===== src/rtl/wdt_pkg.sv =====
// Watchdog supervisor shared types: FSM state encoding and default timing constants
// derived from the 12 MHz system clock.
package wdt_pkg;

   typedef enum logic [2:0] {
      StIdle     = 3'd0,
      StArmed    = 3'd1,
      StShutdown = 3'd2,
      StRecover  = 3'd3,
      StLockout  = 3'd4
   } wdt_state_e;

   localparam int unsigned ClkHz         = 12_000_000;
   localparam int unsigned DefTimeoutCyc = ClkHz / 8;          // 125 ms
   localparam int unsigned DefWarnCyc    = DefTimeoutCyc / 2;
   localparam int unsigned DefHoldCyc    = ClkHz / 1000;       // 1 ms
   localparam int unsigned DefMaxRetry   = 3;
   localparam int unsigned DefCntW       = 21;

endpackage


===== src/rtl/wdt_src_timer.sv =====
// One heartbeat source: 2-FF synchronizer, rising-edge kick detector and a
// saturating silence counter that reports timeout and warn thresholds.
module wdt_src_timer
   import wdt_pkg::*;
#(
   parameter int unsigned TIMEOUT_CYC = DefTimeoutCyc,
   parameter int unsigned WARN_CYC    = DefWarnCyc,
   parameter int unsigned CNT_W       = DefCntW
) (
   input  logic const_clk,
   input  logic rst_n,
   input  logic hb_in,
   input  logic mask,
   input  logic run,
   output logic timeout,
   output logic warn_hit
);

   logic [1:0]       sync_q;
   logic             hb_prev_q;
   logic             kick;
   logic [CNT_W-1:0] cnt_q;

   always_ff @(posedge const_clk or negedge rst_n) begin
      if (!rst_n) begin
         sync_q    <= '0;
         hb_prev_q <= 1'b0;
      end else begin
         sync_q    <= {sync_q[0], hb_in};
         hb_prev_q <= sync_q[1];
      end
   end

   assign kick = sync_q[1] & ~hb_prev_q;

   always_ff @(posedge const_clk or negedge rst_n) begin
      if (!rst_n) begin
         cnt_q <= '0;
      end else if (!run || mask || kick) begin
         cnt_q <= '0;
      end else if (cnt_q != CNT_W'(TIMEOUT_CYC)) begin
         cnt_q <= cnt_q + CNT_W'(1);
      end
   end

   // A kick landing on the saturated count rescues the source.
   assign timeout  = ~mask & ~kick & (cnt_q == CNT_W'(TIMEOUT_CYC));
   assign warn_hit = ~mask & (cnt_q >= CNT_W'(WARN_CYC));

endmodule


===== src/rtl/watchdog_supervisor.sv =====
// Multi-source watchdog: arms on enable, warns and shuts down on heartbeat loss,
// performs timed restarts and locks out after repeated failures.
module watchdog_supervisor
   import wdt_pkg::*;
#(
   parameter int unsigned N_SRC       = 2,
   parameter int unsigned TIMEOUT_CYC = DefTimeoutCyc,
   parameter int unsigned WARN_CYC    = DefWarnCyc,
   parameter int unsigned HOLD_CYC    = DefHoldCyc,
   parameter int unsigned MAX_RETRY   = DefMaxRetry,
   parameter int unsigned CNT_W       = DefCntW
) (
   input  logic             const_clk,
   input  logic             rst_n,
   input  logic             enable,
   input  logic [N_SRC-1:0] hb_in,
   input  logic [N_SRC-1:0] src_mask,
   output logic             shutdown,
   output logic             warn,
   output logic             restart_req,
   output logic             lockout,
   output logic [N_SRC-1:0] fault_src,
   output logic [1:0]       retry_cnt,
   output logic [2:0]       state
);

   wdt_state_e       state_q;
   logic [CNT_W-1:0] hold_cnt_q;
   logic             shutdown_q;
   logic             warn_q;
   logic             restart_req_q;
   logic             lockout_q;
   logic [N_SRC-1:0] fault_src_q;
   logic [1:0]       retry_cnt_q;
   logic [N_SRC-1:0] timeout_vec;
   logic [N_SRC-1:0] warn_vec;
   logic             run;

   // Source counters only run while armed, so every re-arm gets a full grace period.
   assign run = (state_q == StArmed);

   for (genvar i = 0; i < N_SRC; i++) begin : g_src
      wdt_src_timer #(
         .TIMEOUT_CYC (TIMEOUT_CYC),
         .WARN_CYC    (WARN_CYC),
         .CNT_W       (CNT_W)
      ) u_timer (
         .const_clk (const_clk),
         .rst_n     (rst_n),
         .hb_in     (hb_in[i]),
         .mask      (src_mask[i]),
         .run       (run),
         .timeout   (timeout_vec[i]),
         .warn_hit  (warn_vec[i])
      );
   end

   always_ff @(posedge const_clk or negedge rst_n) begin
      if (!rst_n) begin
         state_q       <= StIdle;
         hold_cnt_q    <= '0;
         shutdown_q    <= 1'b0;
         warn_q        <= 1'b0;
         restart_req_q <= 1'b0;
         lockout_q     <= 1'b0;
         fault_src_q   <= '0;
         retry_cnt_q   <= '0;
      end else begin
         restart_req_q <= 1'b0;
         warn_q        <= 1'b0;
         unique case (state_q)
            StIdle: begin
               retry_cnt_q <= '0;
               if (enable) begin
                  state_q <= StArmed;
               end
            end
            StArmed: begin
               if (|timeout_vec) begin
                  state_q     <= StShutdown;
                  shutdown_q  <= 1'b1;
                  fault_src_q <= timeout_vec;
                  hold_cnt_q  <= '0;
               end else if (!enable) begin
                  state_q     <= StIdle;
                  retry_cnt_q <= '0;
               end else begin
                  warn_q <= |warn_vec;
               end
            end
            StShutdown: begin
               if (hold_cnt_q == CNT_W'(HOLD_CYC - 1)) begin
                  if ({30'd0, retry_cnt_q} < MAX_RETRY) begin
                     state_q       <= StRecover;
                     shutdown_q    <= 1'b0;
                     restart_req_q <= 1'b1;
                     if (retry_cnt_q != 2'd3) begin
                        retry_cnt_q <= retry_cnt_q + 2'd1;
                     end
                  end else begin
                     state_q   <= StLockout;
                     lockout_q <= 1'b1;
                  end
               end else begin
                  hold_cnt_q <= hold_cnt_q + CNT_W'(1);
               end
            end
            StRecover: begin
               if (!enable) begin
                  state_q     <= StIdle;
                  retry_cnt_q <= '0;
               end else begin
                  state_q <= StArmed;
               end
            end
            StLockout: begin
               state_q <= StLockout;
            end
            default: begin
               state_q <= StIdle;
            end
         endcase
      end
   end

   assign shutdown    = shutdown_q;
   assign warn        = warn_q;
   assign restart_req = restart_req_q;
   assign lockout     = lockout_q;
   assign fault_src   = fault_src_q;
   assign retry_cnt   = retry_cnt_q;
   assign state       = state_q;

endmodule


===== config.mk =====
export PLATFORM = sky130hd
export DESIGN_NAME = watchdog_supervisor
export DESIGN_NICKNAME = d
export VERILOG_FILES = /design/src/rtl/wdt_pkg.sv /design/src/rtl/wdt_src_timer.sv /design/src/rtl/watchdog_supervisor.sv
export SDC_FILE = /design/constraint.sdc
export NUM_CORES = 1
export LEC_CHECK = 0
export CAP_MARGIN = 20
export CELL_PAD_IN_SITES_DETAIL_PLACEMENT = 1
export CELL_PAD_IN_SITES_GLOBAL_PLACEMENT = 1
export CORE_AREA = 2 2 102 104
export CTS_CLUSTER_DIAMETER = 50
export DETAILED_ROUTE_END_ITERATION = 8
export DIE_AREA = 0 0 104 106
export GPL_TIMING_DRIVEN = 0
export PLACE_DENSITY = 0.69
export SETUP_SLACK_MARGIN = 0.3
export SLEW_MARGIN = 20
export SYNTH_ARGS = -nofsm -noshare
export SYNTH_HDL_FRONTEND = slang
export SYNTH_SLANG_ARGS = --single-unit

===== constraint.sdc =====
create_clock -name const_clk -period 3.94 [get_ports const_clk]
set_input_delay 0.985 -clock const_clk [delete_from_list [all_inputs] [get_ports const_clk]]
set_output_delay 0.985 -clock const_clk [all_outputs]
set_load 0.005 [all_outputs]

==> results.toml <==
[floorplanning]
die_width_um = 104
fp.coreArea_um2 = 10000
std_cell_rows = 37
dieArea_um2 = 11000
ios = 18
start_util_pct = 41.3
fp.dieH_um = 106

[detailed_routing]
totalWireLength_mm = 9.55
wl_per_cell_um = 16.1
viasPerCell = 5.38
drtIter0Drc = 104
first_pass_iters = 4
vias = 3185
drc = 0
ant_nets = 0

[synthesis]
ys_seq_area_share_pct = 48.5
ys_top_cells_by_area = "dfrtp_1 (48%), xor2_1 (7.6%), nor2_1 (6.1%)"
yosysWarnings = 0
avgSynthCellArea_um2 = 9.79
synth.distinct_cells = 56
synth_top_area_share_pct = 48.5
synth-edff-count = 0
synth_area_leader_cell = "dfrtp_1"
ys_ff_latch = 80
syn_area_um2 = 4130
synth_flop_cell = "dfrtp_1"
async_flop_share_pct = 100
synth_nets = 435
synthesis.instances = 422

[sta]
skew_ns = 0.0105
hold_violations = 0
setup_slack_ns = 1.22
slew_viol_final = 0
rsz0062_at_grt = "false"
tightest_slew_ns = 0.965
setup_violations = 0
timing.slew.headroom_pct = 35.1
fmax_mhz = 368
fin_crit_sh_pct = 69.0
min_period_ns = 2.72

[cts]
numCtsBuffers = 9
clockBufferDepth = 2
cts_sinks = 80
clk_latency_ns = 0.36
cts.clk_slew.worst_paths_ns = 0.08
cts_tree = "done"
cts.htree.levels = 3
cts_setup_buffers = 0
post_cts_resized = 0
cts_hold_buf = 0
cts-root-buf = "clkbuf_8"

[worst_setup_path]
cpPeakStageDelay_ns = 0.52
worstPathMaxFanout = 10
arrival_ns = 2.96
crit_buf_inv = 1
worst-setup-path-type = "flop to flop"
slowest_stage = "or4bb_1"
endpoint_kind = "flop"
timing.rr.start = "g_src[0].u_timer.cnt_q[2]$_DFFE_PN0P_"
crit_chain = "or4bb_1 > nor4_1 > nand4_1 > nand2_1 > buf_2 > nor2_1"
cp_data_required_time_ns = 4.18
path_delay_family = "simple AND/OR/NAND/NOR gates"
start_kind = "flop"
cp-startpoint = "g_src[0].u_timer.cnt_q[2]$_DFFE_PN0P_"

[power]
sequentialPowerShare_pct = 52.2
comb_power_share_pct = 9.0
switching_share_pct = 25.7
ir_drop_v = 0.000212
leakagePower_nw = 1.86
p_per_area_nw_per_um2 = 347
p_sw_uw = 419
internal_power_mw = 1.21
pwr-share-clk_pct = 38.7

[cells_and_area]
nNetsFinal = 464
final_cell_mix = "dfrtp_1 (80), nor2_1 (67), xor2_1 (36)"
regArea_um2 = 2000
final_layout_size_suffix_gt1_share_pct = 7.68
final_common_cell = "dfrtp_1"
fillers = 1173
diodes = 0
area_growth_pct = 13.8
multi_input_area_um2 = 2000
post-route-util_pct = 47.0

[grt]
grt_max_degree = 56
grt_antenna_before_repair = 0
grt_use_total_pct = 19.2
overflow = 0
grt_pass1_wl_mm = 16.8
grt_pass1_vias = 3351

[min_path]
hp-class = "flop to flop"
min_from = "g_src[1].u_timer.sync_q[0]$_DFF_PN0_"

[placed_design]
place.gp.congestion = 0.828
port_buffers = 17
dp_worst_setup_slack_ns = 0.992
dp_hpwl_mm = 6.90

[run]
drv_cap = 0

[outcome]
outcome = "completed"
routing by layer:
metal,global-route usage (%),vias to the layer above,wire length (um)
li1,-,1549,-
met1,24.6,1599,4530
met2,32.1,24,4650
met3,3.62,13,203
met4,7.53,0,168
met5,0,-,0
cell type report:
| class | instances | area share, % |
|---|---|---|
| Timing Repair Buffer | 18 | 4.15 |
| Inverter | 14 | 1.12 |
| Buffer | 11 | 1.57 |
| Clock inverter | 5 | 1.17 |
| Tap cell | 136 | 3.62 |
| Sequential cell | 80 | 42.6 |
| Multi-Input combinational cell | 317 | 42.6 |
| Clock buffer | 11 | 3.22 |
power by group through the flow:
stage	logic [mW]	clock network, mW	registers, mW
floorplan	0.0830	0	0.864
global placement	0.143	0	0.868
detailed placement	0.150	0	0.868
CTS	0.151	0.657	0.852
global route	0.169	0.693	0.854
finish	0.147	0.631	0.852
cell usage after synthesis, drive strengths merged, types with 2 or more instances:
cell type  number
a21o            2
o21bai          2
or3             3
o21ai           6
ha              6
o211ai          4
nand4b          2
or4b            4
nand2b          5
or3b            2
buf             6
dfrtp          80
clkbuf          5
and3           10
nand3          26
mux2i           2
a211oi          2
nor2b           2
nor4            8
nand2          31
and4            2
o2111ai         2
nand3b          4
o22ai           3
xor2           36
inv            14
nand4          20
nor2           67
xnor2          15
or4             4
o31ai           4
nor3           10
nor3b           2
a21oi          13
a31oi           2
or4bb           3
and2            3
worst reg2reg max path: cells and delay by family, from the launching register on:
kind                   cells  cell delay (ns)
flip-flops                 1             0.46
AND/OR/NAND/NOR            5             1.84
buffers and inverters      1             0.31
logic make-up after synthesis:
family	count (synthesis)	synth area share (%)
fa+ha+maj	6	1.82
buf+inv	25	3.06
flops	80	48.5
simple gates	210	27.2
mux	3	0.848
compound gates	47	7.76
xor+xnor	51	10.8
registers in the layout (all words and copies together) (netlist names):
signal                   flops
hold_cnt_q                  21
g_src.u_timer.cnt_q         42
g_src.u_timer.hb_prev_q      2
warn                         1
restart_req                  1
shutdown                     1
state                        3
retry_cnt                    2
fault_src                    2
lockout                      1
g_src.u_timer.sync_q         4
stage by stage:
step | hold WS (ns) | setup TNS [ns] | std cells | area [um^2] | total power, mW
floorplan | 0.331 | 0 | 422 | 4130 | 0.947
global placement | 0.337 | -84.87 | 575 | 4470 | 1.01
detailed placement | 0.337 | 0 | 576 | 4500 | 1.02
CTS | 0.356 | 0 | 592 | 4700 | 1.66
global route | 0.365 | 0 | 592 | 4700 | 1.72
finish | 0.353 | 0 | 592 | 4700 | 1.63
final timing paths:
path | endpoint | slack [ns] | depth (start not counted)
min | g_src[1].u_timer.sync_q[1]$_DFF_PN0_ | 0.35 | 0
max reg2reg | hold_cnt_q[16]$_DFFE_PN0P_ | 1.22 | 6
max in group asynchronous | hold_cnt_q[17]$_DFFE_PN0P_ | 2.81 | 2
min reg2reg | g_src[1].u_timer.sync_q[1]$_DFF_PN0_ | 0.35 | 0
max | hold_cnt_q[16]$_DFFE_PN0P_ | 1.22 | 6
min in group asynchronous | g_src[1].u_timer.cnt_q[6]$_DFFE_PN0P_ | 0.53 | 1
Note: power is estimated with default switching activity, not from simulation.
